<file path="src/rtl/addsub_chunked_seq_if.sv">
// Operand/result bundle for the chunked add/subtract unit.
//
// Handshake rules (both sides): a transfer happens on a rising clk edge where
// valid && ready are both 1. A source holds valid and its payload steady until
// that edge. A sink may drive ready from its own state only, never from valid.
// On this unit in_ready depends on state alone. out_valid stays high and
// result/flags stay frozen until out_ready is seen.
interface addsub_chunked_seq_if #(
  parameter int WIDTH = 16
);
  logic             in_valid;
  logic             in_ready;
  logic [WIDTH-1:0] a;
  logic [WIDTH-1:0] b;
  logic             sub;
  logic             cin;
  logic             sat;
  logic             out_valid;
  logic             out_ready;
  logic [WIDTH-1:0] result;
  logic             cout;
  logic             overflow;
  logic             zero;

  // Producer of operands and consumer of results.
  modport master (
    output in_valid, a, b, sub, cin, sat, out_ready,
    input  in_ready, out_valid, result, cout, overflow, zero
  );

  // The arithmetic unit itself.
  modport slave (
    input  in_valid, a, b, sub, cin, sat, out_ready,
    output in_ready, out_valid, result, cout, overflow, zero
  );
endinterface

</file>
<file path="src/rtl/addsub_chunked_seq.sv">
// Multi-cycle add/subtract unit. It processes CHUNK bits per cycle, LSB first,
// and keeps the inter-chunk carry in a register. Subtraction is done as
// a + ~b + ~borrow_in, so cout = 1 means "no borrow". Saturation on signed
// overflow is optional, and the overflow flag always reports the raw result.
module addsub_chunked_seq #(
  parameter int WIDTH = 16,
  parameter int CHUNK = 4
) (
  input  logic                 clk,
  input  logic                 rst,
  addsub_chunked_seq_if.slave  bus,
  output logic [1:0]           dbg_state
);
  localparam int N  = WIDTH / CHUNK;
  localparam int CW = (N > 1) ? $clog2(N) : 1;
  localparam logic [CW-1:0]    LAST = CW'(N - 1);
  localparam logic [WIDTH-1:0] SMAX = {1'b0, {(WIDTH-1){1'b1}}};
  localparam logic [WIDTH-1:0] SMIN = {1'b1, {(WIDTH-1){1'b0}}};

  typedef enum logic [1:0] {
    IDLE = 2'd0,
    BUSY = 2'd1,
    DONE = 2'd2
  } state_t;

  state_t           state_q, state_d;
  logic [WIDTH-1:0] a_q, bx_q, res_q;
  logic             sat_q, carry_q, cout_q, ovf_q, zero_q;
  logic [CW-1:0]    cnt_q;

  logic             accept, last_chunk;
  int               base;
  logic [CHUNK:0]   chunk_sum;
  logic [WIDTH-1:0] res_raw, res_final;
  logic             ovf_raw;

  assign bus.in_ready  = (state_q == IDLE);
  assign bus.out_valid = (state_q == DONE);
  assign bus.result    = res_q;
  assign bus.cout      = cout_q;
  assign bus.overflow  = ovf_q;
  assign bus.zero      = zero_q;
  assign dbg_state     = state_q;

  assign accept     = bus.in_valid && (state_q == IDLE);
  assign last_chunk = (state_q == BUSY) && (cnt_q == LAST);

  // State register.
  always_ff @(posedge clk) begin
    if (rst) state_q <= IDLE;
    else     state_q <= state_d;
  end

  // Next-state logic. Back-to-back accept from DONE is not allowed.
  always_comb begin
    state_d = state_q;
    case (state_q)
      IDLE:    if (bus.in_valid)  state_d = BUSY;
      BUSY:    if (cnt_q == LAST) state_d = DONE;
      DONE:    if (bus.out_ready) state_d = IDLE;
      default: state_d = IDLE;
    endcase
  end

  // One chunk of the adder, plus the flag and saturation logic. The flag and
  // saturation outputs are only meaningful on the final chunk.
  always_comb begin
    base      = int'(cnt_q) * CHUNK;
    chunk_sum = {1'b0, a_q[base +: CHUNK]} + {1'b0, bx_q[base +: CHUNK]}
              + {{CHUNK{1'b0}}, carry_q};
    res_raw   = res_q;
    res_raw[base +: CHUNK] = chunk_sum[CHUNK-1:0];
    ovf_raw   = (a_q[WIDTH-1] == bx_q[WIDTH-1]) && (res_raw[WIDTH-1] != a_q[WIDTH-1]);
    res_final = res_raw;
    if (sat_q && ovf_raw) res_final = a_q[WIDTH-1] ? SMIN : SMAX;
  end

  // Operand capture at accept, chunk accumulation in BUSY, flags on the last chunk.
  always_ff @(posedge clk) begin
    if (rst) begin
      a_q     <= '0;
      bx_q    <= '0;
      sat_q   <= 1'b0;
      carry_q <= 1'b0;
      cnt_q   <= '0;
      res_q   <= '0;
      cout_q  <= 1'b0;
      ovf_q   <= 1'b0;
      zero_q  <= 1'b0;
    end else if (accept) begin
      a_q     <= bus.a;
      bx_q    <= bus.b ^ {WIDTH{bus.sub}};
      sat_q   <= bus.sat;
      carry_q <= bus.cin ^ bus.sub;
      cnt_q   <= '0;
    end else if (state_q == BUSY) begin
      carry_q <= chunk_sum[CHUNK];
      if (last_chunk) begin
        res_q  <= res_final;
        cnt_q  <= '0;
        cout_q <= chunk_sum[CHUNK];
        ovf_q  <= ovf_raw;
        zero_q <= (res_final == '0);
      end else begin
        res_q  <= res_raw;
        cnt_q  <= cnt_q + CW'(1);
      end
    end
  end
endmodule

</file>
<file path="src/flat_wrapper.sv">
// flat-port wrapper written by rule: the top's interface ports become plain ports
module addsub_chunked_seq_flat 
#(
  parameter int WIDTH = 16,
  parameter int CHUNK = 4
)
  (clk, rst, dbg_state, bus_in_valid, bus_a, bus_b, bus_sub, bus_cin, bus_sat, bus_out_ready, bus_in_ready, bus_out_valid, bus_result, bus_cout, bus_overflow, bus_zero);
  addsub_chunked_seq_if #(.WIDTH(WIDTH)) bus_i ();
  input  logic clk;
  input  logic rst;
  output logic [1:0] dbg_state;
  input wire logic [$bits(bus_i.in_valid)-1:0] bus_in_valid;
  input wire logic [$bits(bus_i.a)-1:0] bus_a;
  input wire logic [$bits(bus_i.b)-1:0] bus_b;
  input wire logic [$bits(bus_i.sub)-1:0] bus_sub;
  input wire logic [$bits(bus_i.cin)-1:0] bus_cin;
  input wire logic [$bits(bus_i.sat)-1:0] bus_sat;
  input wire logic [$bits(bus_i.out_ready)-1:0] bus_out_ready;
  output wire logic [$bits(bus_i.in_ready)-1:0] bus_in_ready;
  output wire logic [$bits(bus_i.out_valid)-1:0] bus_out_valid;
  output wire logic [$bits(bus_i.result)-1:0] bus_result;
  output wire logic [$bits(bus_i.cout)-1:0] bus_cout;
  output wire logic [$bits(bus_i.overflow)-1:0] bus_overflow;
  output wire logic [$bits(bus_i.zero)-1:0] bus_zero;
  assign bus_i.in_valid = bus_in_valid;
  assign bus_i.a = bus_a;
  assign bus_i.b = bus_b;
  assign bus_i.sub = bus_sub;
  assign bus_i.cin = bus_cin;
  assign bus_i.sat = bus_sat;
  assign bus_i.out_ready = bus_out_ready;
  assign bus_in_ready = bus_i.in_ready;
  assign bus_out_valid = bus_i.out_valid;
  assign bus_result = bus_i.result;
  assign bus_cout = bus_i.cout;
  assign bus_overflow = bus_i.overflow;
  assign bus_zero = bus_i.zero;
  addsub_chunked_seq #(.WIDTH(WIDTH), .CHUNK(CHUNK)) u_core (.clk(clk), .rst(rst), .bus(bus_i), .dbg_state(dbg_state));
endmodule
</file>
<file path="config.mk">
export PLATFORM = sky130hd
export DESIGN_NAME = addsub_chunked_seq_flat
export DESIGN_NICKNAME = d
export VERILOG_FILES = /design/src/rtl/addsub_chunked_seq_if.sv /design/src/rtl/addsub_chunked_seq.sv /design/src/flat_wrapper.sv
export SDC_FILE = /design/constraint.sdc
export NUM_CORES = 1
export LEC_CHECK = 0
export BUFFER_PORTS_ARGS = -buffer_cell sky130_fd_sc_hd__clkbuf_2
export CORE_MARGIN = 10
export CORE_UTILIZATION = 55
export DETAILED_ROUTE_END_ITERATION = 10
export GPL_TIMING_DRIVEN = 0
export PLACE_DENSITY = 0.8
export SETUP_SLACK_MARGIN = 0.15
export SLEW_MARGIN = 20
export SYNTH_ARGS = -nofsm -noshare
export SYNTH_HDL_FRONTEND = slang
export SYNTH_SLANG_ARGS = --single-unit
</file>
<file path="constraint.sdc">
create_clock -name clk -period 4.1 [get_ports clk]
set_input_delay 0.41 -clock clk [delete_from_list [all_inputs] [get_ports clk]]
set_output_delay 0.41 -clock clk [all_outputs]
set_load 0.005 [all_outputs]
</file>
; ---- Word-level counts from Yosys, hierarchy flattened
; Index checks and enable logic that the tools add are counted.
[word_totals]
rom_bits = 0
latch_bits = 0
reg_bits = 57
wordCells = 51
in_bits = 39
mem_bits_rw = 0
n_memories = 0
out_inout_bits = 23
[classes]
reduce_logical = 11
mux = 11
order_cmp = 0
n_mul = 0
bitwise_logic = 3
div = 0
shifts = 4
addsub = 4
eq_ne = 8
[op_table]
columns = operator, n
row1 = 16-bit 2-to-1 mux, 3
row2 = 4-bit negation with 33-bit output, 1
row3 = 4-bit by 33-bit variable shift with 16-bit output (first input constant), 1
row4 = 4-bit by 33-bit indexed part select with 16-bit output, 1
row5 = 16-bit by 5-bit indexed part select with 4-bit output, 2
row6 = 16-bit bitwise mux, 1
row7 = 16-bit zero test, 1
row8 = 16-bit bitwise XOR, 1
row9 = 2-bit 2-to-1 mux, 4
row10 = 2-bit case mux with 3 select lines, 1
row11 = 3-bit AND reduction, 2
row12 = 4-bit by 4-bit adder with 5-bit output, 1
row13 = 5-bit by 1-bit adder with 5-bit output, 1
row14 = 2-bit == test (second input constant), 2
row15 = 1-bit logical AND, 4
row16 = 2-bit != test (second input constant), 2
row17 = 2-bit by 1-bit adder with 2-bit output (second input constant), 1
row18 = 2-bit by 1-bit == test with 1-bit output (second input constant), 1
row19 = 2-bit zero test, 1
row20 = 1-bit 2-to-1 mux, 2
row21 = 2-bit by 1-bit != test with 1-bit output (second input constant), 1
row22 = 2-bit AND reduction, 1
row23 = 2-bit nonzero test, 1
row24 = 2-bit OR reduction, 1
row25 = other kinds (4), 4

; ---- Longest topological paths before layout
[logic_depth]
depth_word = 10
depth_mapped = 11
ltp_nobuf = 9

; ---- Worst setup path after synthesis
; Ideal clock, no wire load.
[synth_path]
path_type = register -> register
startpoint = register u_core.cnt_q[0]
endpoint = register u_core.res_q[0], in the netlist u_core.bus.result[0]
setup_slack_ns = 0.768
t_required_ns = 4.014
setup_time_ns = 0.086
synth_period_minus_slack_ns = 3.332
stages_incl_launch_ff = 12
arrival_time_ns = 3.245
n_path_buf = 4
path_cell_list = dfxtp_1 buf_2 buf_1 mux4_2 ha_1 a21oi_1 and3b_1 buf_2 o31ai_4 a41oi_2 buf_6 a221oi_2
[synth_between]
elab_chain_len = 10
word_cells_on_any_way = 15
classes_between = add/sub (3) / eq/ne (2) / shift (4) / mux (3) / reduce/logical (3)
[synth_rtl]
columns = item, line
row1 = from (decl), addsub_chunked_seq.sv:29  ; logic [CW-1:0] cnt_q;
row2 = from (signal assigned), addsub_chunked_seq.sv:106  ; cnt_q <= cnt_q + CW'(1);
row3 = 16-bit by 5-bit indexed part select with 4-bit output, addsub_chunked_seq.sv:69  ; chunk_sum = {1'b0, a_q[base +: CHUNK]} + {1'b0, bx_q[base +: CHUNK]}
row4 = 4-bit by 4-bit adder with 5-bit output, addsub_chunked_seq.sv:69
row5 = 5-bit by 1-bit adder with 5-bit output, addsub_chunked_seq.sv:70  ; + {{CHUNK{1'b0}}, carry_q};
row6 = 4-bit by 33-bit indexed part select with 16-bit output, addsub_chunked_seq.sv:72  ; res_raw[base +: CHUNK] = chunk_sum[CHUNK-1:0];
row7 = 16-bit bitwise mux, addsub_chunked_seq.sv:72
row8 = 1-bit != test, addsub_chunked_seq.sv:73  ; ovf_raw = (a_q[WIDTH-1] == bx_q[WIDTH-1]) && (res_raw[WIDTH-1] != a_q[WIDTH-1]);
row9 = 1-bit logical AND, addsub_chunked_seq.sv:73
row10 = 1-bit logical AND, addsub_chunked_seq.sv:75  ; if (sat_q && ovf_raw) res_final = a_q[WIDTH-1] ? SMIN : SMAX;
row11 = 16-bit 2-to-1 mux, addsub_chunked_seq.sv:75
row12 = 16-bit 2-to-1 mux (*), addsub_chunked_seq.sv:98  ; if (last_chunk) begin
row13 = to (signal assigned), addsub_chunked_seq.sv:99  ; res_q <= res_final;
row14 = to (signal assigned), addsub_chunked_seq.sv:105  ; res_q <= res_raw;
row15 = to (decl), addsub_chunked_seq.sv:27  ; logic [WIDTH-1:0] a_q, bx_q, res_q;
; Every way passes the cells marked *; elsewhere a longest branch is shown, timed or not.
; A chain may end at the register's enable or synchronous reset.

; ---- Final worst setup path
[layout_path]
startpoint = register u_core.cnt_q[0]
endpoint = register u_core.res_q[11], in the netlist u_core.bus.result[11]
; The elaborated chain is that of the path after synthesis.

==> impl_results.md <==
- Initial antenna violation count: 0
- Number of CTS-inserted buffers: 9
- CP Capture Type: register
- Layout cells sized above 1: ~25%
- Post-CTS Setup Repair Bufs: 0
- I/O pins: 62
- Peak Freq: about 0.28 GHz
- Combinational power share: a little over a fifth
- Via density: about 5.6
- Reg power frac: roughly 44%
- Crit start category: register
- Clock Tree Buf Depth: 2
- Core area: approximately 0.0055 sq mm
- Starting DRT DRC Count: about 150
- Worst-margin pin slew: 733 ps
- Die Y: around 96 um
- Worst Path Arrival: around 3800 ps
- P_int: ~980 uW
- Max VDD drop: roughly 0.26 mV
- Met1 WL: about 3400 um
- Final hold viol count: 0
- Synth Area per Inst: 8.74 sq um
- First-pass GRT wire length: between 10,000 and 15,000 um
- Critical Path Most Common Cell: buf_2
- Fin crit period: 3540 ps
- Final antenna-violating net count: 0
- CTS Sinks: between 50 and 60
- Most used DFF post-synth: dfxtp_1
- Power Dens Cells: approximately 380 mW/mm^2
- EDFF count, synth: 0
- Post-Synthesis Cell Area: around 0.0032 sq mm
- DRC viols: 0
- Status: complete, no violations
- Die area: 0.00916 sq mm
- Num rows: 27
- Crit path cell chain: buf_2 -> clkbuf_4 -> mux4_2 -> ha_1 -> nand3_1 -> and3b_1 -> buf_2 -> o311ai_2 -> buf_2 -> nand2_1 -> a221oi_1
- Grt total ovfl: 0
- GPL Wtd Cong: ~0.9
- Post-route cell area: about 0.0037 sq mm
- Period utilization: about 86%
- Initial Util: 56.9%
- CTS HTree Levels: 3
- Largest net degree at the start of global routing: 11
- Largest stage delay, worst path: between 500 and 600 ps
- Routed met3 length: around 550 um
- RSZ-0062 raised after global routing: no
- Total power draw: 1.41 mW
- Pins Over Slew Limit: 0
- # hold bufs at CTS: 0
- Critical path required time: about 4300 ps
- Cell family with most CP delay: buffers and inverters
- Layout Nets: 482
- Area grow syn2layout: 18.2%
- Clock power frac: between 30% and 40%
- Slew headroom: about 50%
- Post-synth ARST share: 0%
- Buffers plus inverters on the worst setup path: 4
- Wirelength per Cell: ~16 um
- Total of max-cap violations: 0
- Crit-path max FO: 10
- Worst path slowest cell: mux4_2
- Sw Share: between 30% and 40%
- Most frequent cells in the layout: 60 x clkbuf_2, 57 x dfxtp_1, 53 x nand2_1
- Vias: 2,854
- Final wirelength: just over 8000 um
- Crit path kind: register to register
- Root Driver: clkbuf_8
- Diodes inserted: 0
- Met2 wire len: around 4000 um
- Cell variety after synth: 54
- IO Port Bufs: 60
- Worst hold path class: input port to register
- TritonCTS clock tree: yes
- Post-synthesis sequential area ratio: between 30 and 40%
- Final HPWL DP: ~6300 um
- Sw Pwr: ~430 uW
- Worst Skew: ~8.2 ps
- Vias in the first global route: approximately 2,800
- Register bit count reported by yosys: 57
- CTS clk-pin slew, worst paths: 70 ps
- Syn_nets: ~410
- Router iterations before antenna repair: 4
- Synth warn: 0
- Final setup vio count: 0
- GRT Total Usage: a little under a fifth
- Final hold slack: ~280 ps
- Synth Instances: between 300 and 400
- Leak: roughly 1.5 nW
- Most common cell after layout, fill and taps aside: clkbuf_2
- Fin Setup TNS: 0 ps
- # fillers: about 460
- Die W: 95.7 um
- Dpl cell area: ~0.0035 sq mm
- Worst skew pair latency: about 350 ps
- Max layer used: met4
- Post-CTS sizing: 0
## worst paths after layout
check / start / end / slack (ps) / cells past startpoint
min reg2reg: u_core.a_q[7]$_SDFFE_PP0P_ / u_core.a_q[7]$_SDFFE_PP0P_ / 460 / 2
max reg2reg: u_core.cnt_q[0]$_SDFFE_PP0P_ / u_core.bus.result[11]$_SDFFE_PP0P_ / 560 / 11
min: bus_a[4] / u_core.a_q[4]$_SDFFE_PP0P_ / 280 / 3
max: u_core.cnt_q[0]$_SDFFE_PP0P_ / u_core.bus.result[11]$_SDFFE_PP0P_ / 560 / 11
## layer usage
metal | vias to the layer above | GRT usage, %
met5 | - | 0
met1 | 1320 | 23.1
met2 | 99 | 30.4
met3 | 12 | 3.97
met4 | 0 | 10.6
li1 | 1423 | -
## state kept, by name, summed over array words and instances (netlist names)
register	count
u_core.carry_q	1
u_core.sat_q	1
u_core.bus.overflow	1
u_core.dbg_state	2
u_core.a_q	16
u_core.cnt_q	2
u_core.bx_q	16
u_core.bus.result	16
u_core.bus.zero	1
u_core.bus.cout	1
## logic make-up (layout without fill, tap and decap cells)
family	Yosys count	after routing	synth area share [%]
xor+xnor	19	19	5.28
simple gates	130	130	20.0
mux	10	10	6.39
compound gates	92	92	21.9
flops	57	57	36.2
buf+inv	42	118	5.39
fa+ha+maj	11	11	4.84
## synthesized netlist by cell type, types with 3 or more instances
master,instances,area [sq um]
dfxtp_1,57,1140
nand2_1,53,199
a21oi_1,29,145
nor2_1,29,109
inv_1,19,71.3
a211oi_1,17,128
xnor2_1,17,149
clkbuf_1,16,60.1
nor2b_1,11,68.8
ha_1,9,113
o21ai_0,9,45.0
a211oi_2,8,100
mux4_2,8,180
nor3_1,6,30.0
a31oi_1,5,31.3
nand2b_1,5,31.3
a221oi_1,4,35.0
and3b_1,4,35.0
buf_2,4,20.0
nand3_1,4,20.0
and2_1,3,18.8
nor3b_1,3,22.5
o22ai_1,3,18.8
## cell type report
class	count	area, sq um	share of cell area [%]
multi-input combinational	262	1840	49.4
sequential	57	1140	30.6
timing repair buffer	60	300	8.05
clock buffer	11	151	4.06
buffer	23	103	2.75
tap	72	90.1	2.42
inverter	19	71.3	1.91
clock inverter	5	30.0	0.805
## worst min-delay path: stages
cell,delay [ps]
clkbuf_2,80
nand2_1,50
a21oi_1,50
## per-stage QoR
stage               utilization, %  setup WS [ps]  instances
floorplan                        -            768        361
global placement              64.0            275        493
detailed placement            64.0            209        493
CTS                           67.3            168        509
global route                  67.3            205        509
finish                        67.3            556        509
## power groups by stage
stage | clock (mW) | sequential, mW | combinational [mW]
3_3_place_gp | 0 | 0.630 | 0.297
3_5_place_dp | 0 | 0.633 | 0.304
4_1_cts | 0.486 | 0.620 | 0.306
2_1_floorplan | 0 | 0.627 | 0.215
5_1_grt | 0.507 | 0.626 | 0.340
6_report | 0.479 | 0.620 | 0.306
Note: power is estimated with default switching activity, not from simulation.
